### src/rtl/ecc_scrub_pkg.sv
// Shared types, constants and the saturating-add helper for the ECC scrub scheduler.
package ecc_scrub_pkg;

  localparam int unsigned CntWidthDefault = 16;
  typedef logic [CntWidthDefault-1:0] cnt_t;

  // Smallest tick period; it gives a scrubber time to finish one access
  // before its next trigger can arrive.
  localparam int unsigned MinScrubPeriod = 4;

  // Adds an event count to a counter value and clamps the result at i_max.
  function automatic logic [31:0] sat_add(input logic [31:0] i_a,
                                          input logic [31:0] i_b,
                                          input logic [31:0] i_max);
    logic [32:0] w_sum;
    w_sum = {1'b0, i_a} + {1'b0, i_b};
    if (w_sum > {1'b0, i_max}) begin
      return i_max;
    end else begin
      return w_sum[31:0];
    end
  endfunction

endpackage

### src/rtl/ecc_event_counter.sv
// Saturating event counter with a sticky "count reached threshold" flag.
// clear_i restarts the count from this cycle's increment, so same-cycle
// events survive a clear.
module ecc_event_counter
  import ecc_scrub_pkg::*;
#(
  parameter int unsigned CntWidth = 16,
  parameter int unsigned IncWidth = 1
) (
  input  logic                clk_i,
  input  logic                rst_ni,
  input  logic                clear_i,
  input  logic [IncWidth-1:0] inc_i,
  input  logic [CntWidth-1:0] thresh_i,
  output logic [CntWidth-1:0] cnt_o,
  output logic                flag_o
);

  localparam logic [31:0] CntMax = (CntWidth >= 32) ? 32'hFFFF_FFFF
                                                     : ((32'd1 << CntWidth) - 32'd1);

  logic [CntWidth-1:0] r_cnt;
  logic                r_flag;
  logic [31:0]         w_sum;
  logic [CntWidth-1:0] w_cnt_next;
  logic                w_hit;
  logic                w_flag_next;

  // Next count (cleared base or saturating accumulate) and next sticky flag.
  always_comb begin
    w_sum       = 32'd0;
    w_cnt_next  = {CntWidth{1'b0}};
    w_hit       = 1'b0;
    w_flag_next = 1'b0;
    if (clear_i) begin
      w_sum = sat_add(32'd0, 32'(inc_i), CntMax);
    end else begin
      w_sum = sat_add(32'(r_cnt), 32'(inc_i), CntMax);
    end
    w_cnt_next = CntWidth'(w_sum);
    w_hit      = (thresh_i != {CntWidth{1'b0}}) && (w_cnt_next >= thresh_i);
    if (clear_i) begin
      w_flag_next = w_hit;
    end else begin
      w_flag_next = r_flag | w_hit;
    end
  end

  // Count and flag registers.
  always_ff @(posedge clk_i or negedge rst_ni) begin
    if (!rst_ni) begin
      r_cnt  <= {CntWidth{1'b0}};
      r_flag <= 1'b0;
    end else begin
      r_cnt  <= w_cnt_next;
      r_flag <= w_flag_next;
    end
  end

  assign cnt_o  = r_cnt;
  assign flag_o = r_flag;

endmodule

### src/rtl/ecc_scrub_scheduler.sv
// Scrub scheduler: programmable-rate round-robin trigger pulses to the
// per-bank ECC scrubbers, plus event counters and sticky interrupts.
module ecc_scrub_scheduler
  import ecc_scrub_pkg::*;
#(
  parameter int unsigned NumBanks    = 1,
  parameter int unsigned PeriodWidth = 24,
  parameter int unsigned CntWidth    = 16,
  localparam int unsigned BankW      = (NumBanks > 1) ? $clog2(NumBanks) : 1
) (
  input  logic                   clk_i,
  input  logic                   rst_ni,
  input  logic                   cfg_enable_i,
  input  logic [PeriodWidth-1:0] cfg_period_i,
  input  logic [CntWidth-1:0]    cfg_corr_thresh_i,
  input  logic                   clear_i,
  output logic [NumBanks-1:0]    scrub_trigger_o,
  input  logic [NumBanks-1:0]    bit_corrected_i,
  input  logic [NumBanks-1:0]    uncorrectable_i,
  output logic [CntWidth-1:0]    corr_cnt_o,
  output logic [CntWidth-1:0]    uncorr_cnt_o,
  output logic [BankW-1:0]       last_uncorr_bank_o,
  output logic                   irq_uncorr_o,
  output logic                   irq_corr_o
);

  localparam int unsigned PopW = $clog2(NumBanks + 1);
  localparam logic [PeriodWidth-1:0] MinPeriod = PeriodWidth'(MinScrubPeriod);

  logic [PeriodWidth-1:0] r_tick_cnt;
  logic [BankW-1:0]       r_rr;
  logic [NumBanks-1:0]    r_trig;
  logic [BankW-1:0]       r_last_bank;

  logic [PeriodWidth-1:0] w_eff_period;
  logic                   w_tick;
  logic [PeriodWidth-1:0] w_tick_cnt_next;
  logic [BankW-1:0]       w_rr_next;
  logic [NumBanks-1:0]    w_trig_next;
  logic [PopW-1:0]        w_corr_pop;
  logic [PopW-1:0]        w_uncorr_pop;
  logic [BankW-1:0]       w_low_bank;
  logic [BankW-1:0]       w_last_next;

  // Tick decision: >= (not ==) so a shortened period fires immediately.
  always_comb begin
    w_eff_period    = (cfg_period_i < MinPeriod) ? MinPeriod : cfg_period_i;
    w_tick          = cfg_enable_i && (r_tick_cnt >= (w_eff_period - PeriodWidth'(1)));
    w_tick_cnt_next = {PeriodWidth{1'b0}};
    w_rr_next       = r_rr;
    w_trig_next     = {NumBanks{1'b0}};
    if (!cfg_enable_i) begin
      w_tick_cnt_next = {PeriodWidth{1'b0}};
    end else if (w_tick) begin
      w_tick_cnt_next = {PeriodWidth{1'b0}};
      for (int b = 0; b < NumBanks; b++) begin
        w_trig_next[b] = (r_rr == BankW'(b));
      end
      if (r_rr == BankW'(NumBanks - 1)) begin
        w_rr_next = {BankW{1'b0}};
      end else begin
        w_rr_next = r_rr + BankW'(1);
      end
    end else begin
      w_tick_cnt_next = r_tick_cnt + PeriodWidth'(1);
    end
  end

  // Popcounts of the event inputs and lowest-index uncorrectable bank.
  always_comb begin
    w_corr_pop   = {PopW{1'b0}};
    w_uncorr_pop = {PopW{1'b0}};
    w_low_bank   = {BankW{1'b0}};
    for (int b = 0; b < NumBanks; b++) begin
      w_corr_pop   = w_corr_pop + PopW'(bit_corrected_i[b]);
      w_uncorr_pop = w_uncorr_pop + PopW'(uncorrectable_i[b]);
    end
    for (int b = NumBanks - 1; b >= 0; b--) begin
      if (uncorrectable_i[b]) begin
        w_low_bank = BankW'(b);
      end else begin
        w_low_bank = w_low_bank;
      end
    end
    if (|uncorrectable_i) begin
      w_last_next = w_low_bank;
    end else begin
      w_last_next = r_last_bank;
    end
  end

  // Tick counter, round-robin pointer, trigger pulse and last-bank registers.
  always_ff @(posedge clk_i or negedge rst_ni) begin
    if (!rst_ni) begin
      r_tick_cnt  <= {PeriodWidth{1'b0}};
      r_rr        <= {BankW{1'b0}};
      r_trig      <= {NumBanks{1'b0}};
      r_last_bank <= {BankW{1'b0}};
    end else begin
      r_tick_cnt  <= w_tick_cnt_next;
      r_rr        <= w_rr_next;
      r_trig      <= w_trig_next;
      r_last_bank <= w_last_next;
    end
  end

  ecc_event_counter #(
    .CntWidth (CntWidth),
    .IncWidth (PopW)
  ) u_corr_cnt (
    .clk_i    (clk_i),
    .rst_ni   (rst_ni),
    .clear_i  (clear_i),
    .inc_i    (w_corr_pop),
    .thresh_i (cfg_corr_thresh_i),
    .cnt_o    (corr_cnt_o),
    .flag_o   (irq_corr_o)
  );

  // Threshold of one: any uncorrectable event raises the sticky flag.
  ecc_event_counter #(
    .CntWidth (CntWidth),
    .IncWidth (PopW)
  ) u_uncorr_cnt (
    .clk_i    (clk_i),
    .rst_ni   (rst_ni),
    .clear_i  (clear_i),
    .inc_i    (w_uncorr_pop),
    .thresh_i (CntWidth'(1)),
    .cnt_o    (uncorr_cnt_o),
    .flag_o   (irq_uncorr_o)
  );

  assign scrub_trigger_o    = r_trig;
  assign last_uncorr_bank_o = r_last_bank;

endmodule

### config.mk
export PLATFORM = sky130hd
export DESIGN_NAME = ecc_scrub_scheduler
export DESIGN_NICKNAME = d
export VERILOG_FILES = /design/src/rtl/ecc_scrub_pkg.sv /design/src/rtl/ecc_event_counter.sv /design/src/rtl/ecc_scrub_scheduler.sv
export SDC_FILE = /design/constraint.sdc
export NUM_CORES = 1
export LEC_CHECK = 0
export ABC_AREA = 0
export BUFFER_PORTS_ARGS = -buffer_cell sky130_fd_sc_hd__buf_4
export CAP_MARGIN = 15
export CORE_UTILIZATION = 35
export CTS_CLUSTER_DIAMETER = 150
export DETAILED_ROUTE_END_ITERATION = 8
export MAX_ROUTING_LAYER = met4
export PLACE_DENSITY = 0.53
export SLEW_MARGIN = 20
export SYNTH_ARGS = -nofsm -noshare
export SYNTH_HDL_FRONTEND = slang
export SYNTH_SLANG_ARGS = --single-unit
### constraint.sdc
create_clock -name clk_i -period 4 [get_ports clk_i]
set_input_delay 0.8 -clock clk_i [delete_from_list [all_inputs] [get_ports clk_i]]
set_output_delay 0.8 -clock clk_i [all_outputs]
set_load 0.05 [all_outputs]
==> Yosys cells after proc, flatten, opt, wreduce, memory -nomap -nowiden <==
Cells that the tools add are included.
{ "word_totals": {"regBits": 60, "in_bits": 46} }
{ "op_classes": {"n_addsub": 5, "order_cmp": 8, "mux": 14, "bitwise_logic": 3, "reduce_logical": 4} }
{ "op_table": {"columns": ["op", "count"], "rows": [
  ["16-bit two-way mux", 6],
  ["24-bit two-way mux", 3],
  ["16-bit by 1-bit adder with 17-bit output", 2],
  ["17-bit by 16-bit > comparator with 1-bit output (second input constant)", 2],
  ["1-bit by 16-bit > comparator with 1-bit output (second input constant)", 2],
  ["24-bit by 1-bit adder with 24-bit output (second input constant)", 1],
  ["24-bit greater-or-equal comparator", 1],
  ["24-bit by 3-bit < comparator with 1-bit output (second input constant)", 1],
  ["24-bit by 1-bit subtractor with 24-bit output (second input constant)", 1],
  ["16-bit by 1-bit greater-or-equal comparator with 1-bit output (second input constant)", 1],
  ["16-bit greater-or-equal comparator", 1],
  ["16-bit nonzero test", 1],
  ["1-bit two-way mux", 5],
  ["1-bit logical AND", 2],
  ["1-bit OR", 2],
  ["2-bit AND reduction", 1],
  ["1-bit adder (second input constant)", 1],
  ["1-bit inverter", 1]
]} }

==> Longest topological paths before layout <==
{ "logic_depth": {"depth_word": 8, "depth_mapped": 17, "mapped_depth_nobuf": 16} }

==> Modules after synthesis <==
From an unflattened synthesis, not the netlist that was laid out.
{ "hier_totals": {"cells_unflattened": 540, "area_unflattened_um2": 4878.4} }
{ "by_module_without_submodules": {"columns": ["mod", "instances", "cells_per_inst", "area_each_um2", "seq_area_each_um2"], "rows": [
  ["ecc_event_counter", 2, 141, 1321.3, 425.4],
  ["ecc_scrub_scheduler", 1, 258, 2235.9, 625.6]
]} }

==> Worst setup path before layout <==
No wires, ideal clock.
{ "synth_timing": {"path_type": "input to register", "start": "in cfg_period_i[16]", "end": "reg r_tick_cnt[10]", "arrival_time_ns": 4.798, "t_required_ns": 3.928, "path_slack_ns": -0.870, "path_stages": 17, "cell_sequence": "or4_4 -> or4b_4 -> nor4_4 -> nand2_1 -> nand2_1 -> ha_1 -> nand3_1 -> nor2_1 -> xnor2_1 -> ha_1 -> a21o_1 -> a211o_1 -> a2111o_1 -> a41oi_1 -> a31oi_1 -> clkbuf_1 -> nor2_1"} }
{ "synth_via": {"elab_chain_cells": 7} }
{ "synth_lines": {"columns": ["item", "line_no", "source"], "rows": [
  ["start, declared", "ecc_scrub_scheduler.sv:14", "input logic [PeriodWidth-1:0] cfg_period_i,"],
  ["24-bit by 3-bit < comparator with 1-bit output", "ecc_scrub_scheduler.sv:47", "w_eff_period = (cfg_period_i < MinPeriod) ? MinPeriod : cfg_period_i;"],
  ["24-bit two-way mux *", "ecc_scrub_scheduler.sv:47", null],
  ["24-bit by 1-bit subtractor with 24-bit output *", "ecc_scrub_scheduler.sv:48", "w_tick = cfg_enable_i && (r_tick_cnt >= (w_eff_period - PeriodWidth'(1)));"],
  ["24-bit greater-or-equal comparator *", "ecc_scrub_scheduler.sv:48", null],
  ["1-bit logical AND *", "ecc_scrub_scheduler.sv:48", null],
  ["24-bit two-way mux *", "ecc_scrub_scheduler.sv:54", "end else if (w_tick) begin"],
  ["24-bit two-way mux *", "ecc_scrub_scheduler.sv:52", "if (!cfg_enable_i) begin"],
  ["net w_tick_cnt_next[10]", "ecc_scrub_scheduler.sv:37", "logic [PeriodWidth-1:0] w_tick_cnt_next;"],
  ["end signal, assigned", "ecc_scrub_scheduler.sv:95", "r_tick_cnt <= {PeriodWidth{1'b0}};"],
  ["end signal, assigned", "ecc_scrub_scheduler.sv:100", "r_tick_cnt <= w_tick_cnt_next;"],
  ["end, declared", "ecc_scrub_scheduler.sv:30", "logic [PeriodWidth-1:0] r_tick_cnt;"]
]} }
Mark *: on every way through the listed nets, which the timed path passes. The rest lies on a longest branch.
A chain may end at the register's enable or synchronous reset.

==> Worst setup path in the final report <==
Same ends and word-level chain as after synthesis.

==> reports/results.ini <==
[sta]
drv_slew = 0
maxSlewHeadroom = 0.4945
finalSetupViolCount = 25
tightest_slew_ns = 0.7582
fmax_mhz = 233.2
layout_setup_ws_ns = -0.2887
finClkSkew_ns = 0.006206
holdWs_ns = 0.4936
rsz0062_at_grt = true
hold_violations = 0
fin_crit_ns = 4.289
fin_crit_sh = 1.072

[logic_synthesis]
yosys.cell_types.count = 49
synthTopCellsByCount = dfrtp_1, nor2_1, ha_1, a21oi_1, nand2_1
synth_edf_count = 0
netlist_top_cells_area = dfrtp_1, ha_1, xnor2_1
syn_area_um2 = 4330
yosys.area.top_type = dfrtp_1
avgSynthCellArea_um2 = 8.784
synth_top_area_frac = 0.3409
ys.flop_type = dfrtp_1
syn_inst = 493
yosys_warnings = 0
ys_async_sr_fraction = 1.000
syn-num-nets = 585
ys_ff_latch = 59
synth-seq-area-share = 0.3409

[critical_path]
max_stage_delay_ns = 0.52
arrival_ns = 4.54
required_ns = 4.25
worstSetupStartpointType = input port
critPathCaptureType = register
critPathKind = input port to register
cp_cell_sequence = buf_6 -> or4_4 -> or4b_4 -> nor4_4 -> nand2_2 -> nand2_2 -> ha_4 -> buf_6 -> nand3b_1 -> nor2_2 -> xnor2_1 -> ha_1 -> nand4_1 -> nor3_2 -> a2111o_1 -> a41oi_2 -> a31oi_4 -> buf_12 -> nor2_1
cp_max_fo = 24
critPathSlowestCell = or4_4

[pwr]
totalPowerFinal_w = 0.001656
p_leak_nw = 2.811
ir_worst_vdd_mv = 0.1958
power_density_nw_per_um2 = 282.2

[global_routing]
grt.total_usage = 0.1872
grt_max_degree = 60
overflow = 0
grt_pass1_vias = 3990
antenna_found_initial = 0
grt_pass1_wl_um = 18550

[layout]
fin_area_um2 = 5869
drive_gt1_frac = 0.2655
nFillCells = 1170
layout.cells.non_filler = 776
syn2layout_area_growth_pct = 35.54
nNetsFinal = 716
n_antenna_cell = 0

[drt]
drtPass1Iterations = 4
ant_nets = 0
vias_per_cell = 5.138
drc_errors = 0
wire_per_inst_um = 14.36
routed_wirelength_um = 11140
vias = 3987
drt-initial-drc-count = 206

[placement]
place_congestion = 0.8251
place_area_um2 = 5478
dp.cells = 754
place_ws_ns = -0.7096
port_buffers = 80
hpwl_um = 8586

[clocking]
clockBufferDepth = 2
cts-root-buf = clkbuf_16
cts_tree = done
path_clk_slew_ns = 0.05
cts_buffers = 9
htreeDepth = 3
clock_latency_ns = 0.33
clock-sinks = 59

[worst_hold_path]
hp-class = register to register

[status]
status = complete, but fails checks
violations = setup timing

[floorplanning]
io_pins = 82
row_count = 40
die_h_um = 113.2
initial_core_util = 0.3605
die_w_um = 113.2
core_um2 = 12010
dieArea_um2 = 12820

[run]
maxCapViolations = 0

-- placed cells by master, fill, tap and decap left out, types with 2 or more instances in the layout --
cell | synthesis | final
clkbuf_16 | 0 | 9
inv_1 | 30 | 30
nand4_1 | 21 | 21
o31ai_1 | 3 | 2
nor4_1 | 9 | 9
a21o_1 | 8 | 8
nor2_1 | 59 | 55
and4b_1 | 2 | 2
ha_1 | 46 | 45
and3_1 | 9 | 9
nor3_1 | 19 | 18
buf_6 | 0 | 3
nand3_1 | 24 | 23
a211oi_1 | 6 | 6
o21ai_0 | 8 | 8
or3_1 | 4 | 4
a31oi_1 | 5 | 4
mux2i_1 | 4 | 4
nor3b_1 | 2 | 2
xnor2_1 | 30 | 29
xor2_1 | 28 | 28
clkbuf_8 | 0 | 2
o21a_1 | 3 | 3
buf_4 | 1 | 127
nor2_2 | 0 | 3
nand3b_1 | 3 | 3
clkinv_2 | 0 | 4
nand2_2 | 0 | 3
dfrtp_1 | 59 | 59
and4_1 | 5 | 5
nor2b_1 | 4 | 4
and2_1 | 2 | 2
a21oi_1 | 32 | 32
nand2_1 | 31 | 28
and3b_1 | 2 | 2
nand2b_1 | 6 | 6
-- sequential cells by signal, summed over array words and instances, names as in the netlist --
| name | cells |
|---|---|
| scrub_trigger_o | 1 |
| u_corr_cnt.flag_o | 1 |
| u_uncorr_cnt.cnt_o | 16 |
| u_corr_cnt.cnt_o | 16 |
| u_uncorr_cnt.flag_o | 1 |
| r_tick_cnt | 24 |
-- layout make-up --
cell class / instances / area, um2 / share of cell area
clock buffer: 11 / 252.7 / 0.04306
clock inverter: 5 / 27.53 / 0.004690
inverter: 30 / 112.6 / 0.01919
multi-input combinational: 393 / 2809 / 0.4786
sequential: 59 / 1476 / 0.2515
tap: 147 / 183.9 / 0.03134
timing repair buffer: 131 / 1007 / 0.1716
-- report_power, final --
group	switching [W]	internal, W	leakage (nW)	total (W)
registers	0.0000286	0.000620	0.810	0.000649
logic	0.000159	0.000142	1.86	0.000301
clock network	0.000259	0.000447	0.141	0.000706
-- kinds of logic (layout without fill, tap and decap cells) --
logic type / count (synthesis) / count (layout) / synth area share
AOI/OAI and AO/OA: 79 / 79 / 0.1170
other: 1 / 1 / 0.0008660
DFF: 59 / 59 / 0.3409
adders and majority gates: 46 / 46 / 0.1329
xor gates and xnor gates: 58 / 58 / 0.1173
muxes: 4 / 4 / 0.009246
and+or+nand+nor: 205 / 205 / 0.2453
buffers and inverters: 41 / 177 / 0.03641
-- final timing paths --
check                                        end                 from  cells past startpoint  slack, ns
setup reg to reg               u_corr_cnt.flag_o  u_corr_cnt.cnt_o[0]                     15       0.73
min in group asynchronous  u_uncorr_cnt.cnt_o[0]               rst_ni                      1       0.54
hold reg to reg                    r_tick_cnt[0]        r_tick_cnt[0]                      1       0.49
setup / recovery                  r_tick_cnt[10]     cfg_period_i[16]                     19      -0.29
max in group asynchronous    u_corr_cnt.cnt_o[8]               rst_ni                      1       2.95
hold / removal                     r_tick_cnt[0]        r_tick_cnt[0]                      1       0.49
-- metal layers --
layer | share of wire | GRT usage | wire length (um)
met5 | 0 | - | 0
met4 | 0.018 | 0.06842 | 197
met3 | 0.041 | 0.03428 | 461
met2 | 0.45 | 0.2945 | 5049
met1 | 0.49 | 0.2405 | 5435
-- worst max-delay path: cells and delay by family --
family	cells	cell delay (ns)
xor gates and xnor gates	1	0.13
buffers and inverters	3	0.39
and+or+nand+nor	10	2.02
adders and majority gates	2	0.42
AOI/OAI and AO/OA	3	0.78
-- stage by stage --
stage / util / TNS (ns)
finish: 0.4886 / -6.696
global route: 0.4886 / -10.99
floorplan: - / -15.61
CTS: 0.4856 / -7.247
detailed placement: 0.4560 / -17.13
global placement: 0.4560 / -14.62
-- repair_timing --
item                                   in CTS  in global routing
endpoints found under the hold margin       0                  0
setup endpoints to repair                  25                 25
hold buffers                                0                  0
gates resized for setup                     9                  5
pin swaps                                   5                  3
setup buffers                               4                  3
(Power assumes the default switching activity.)
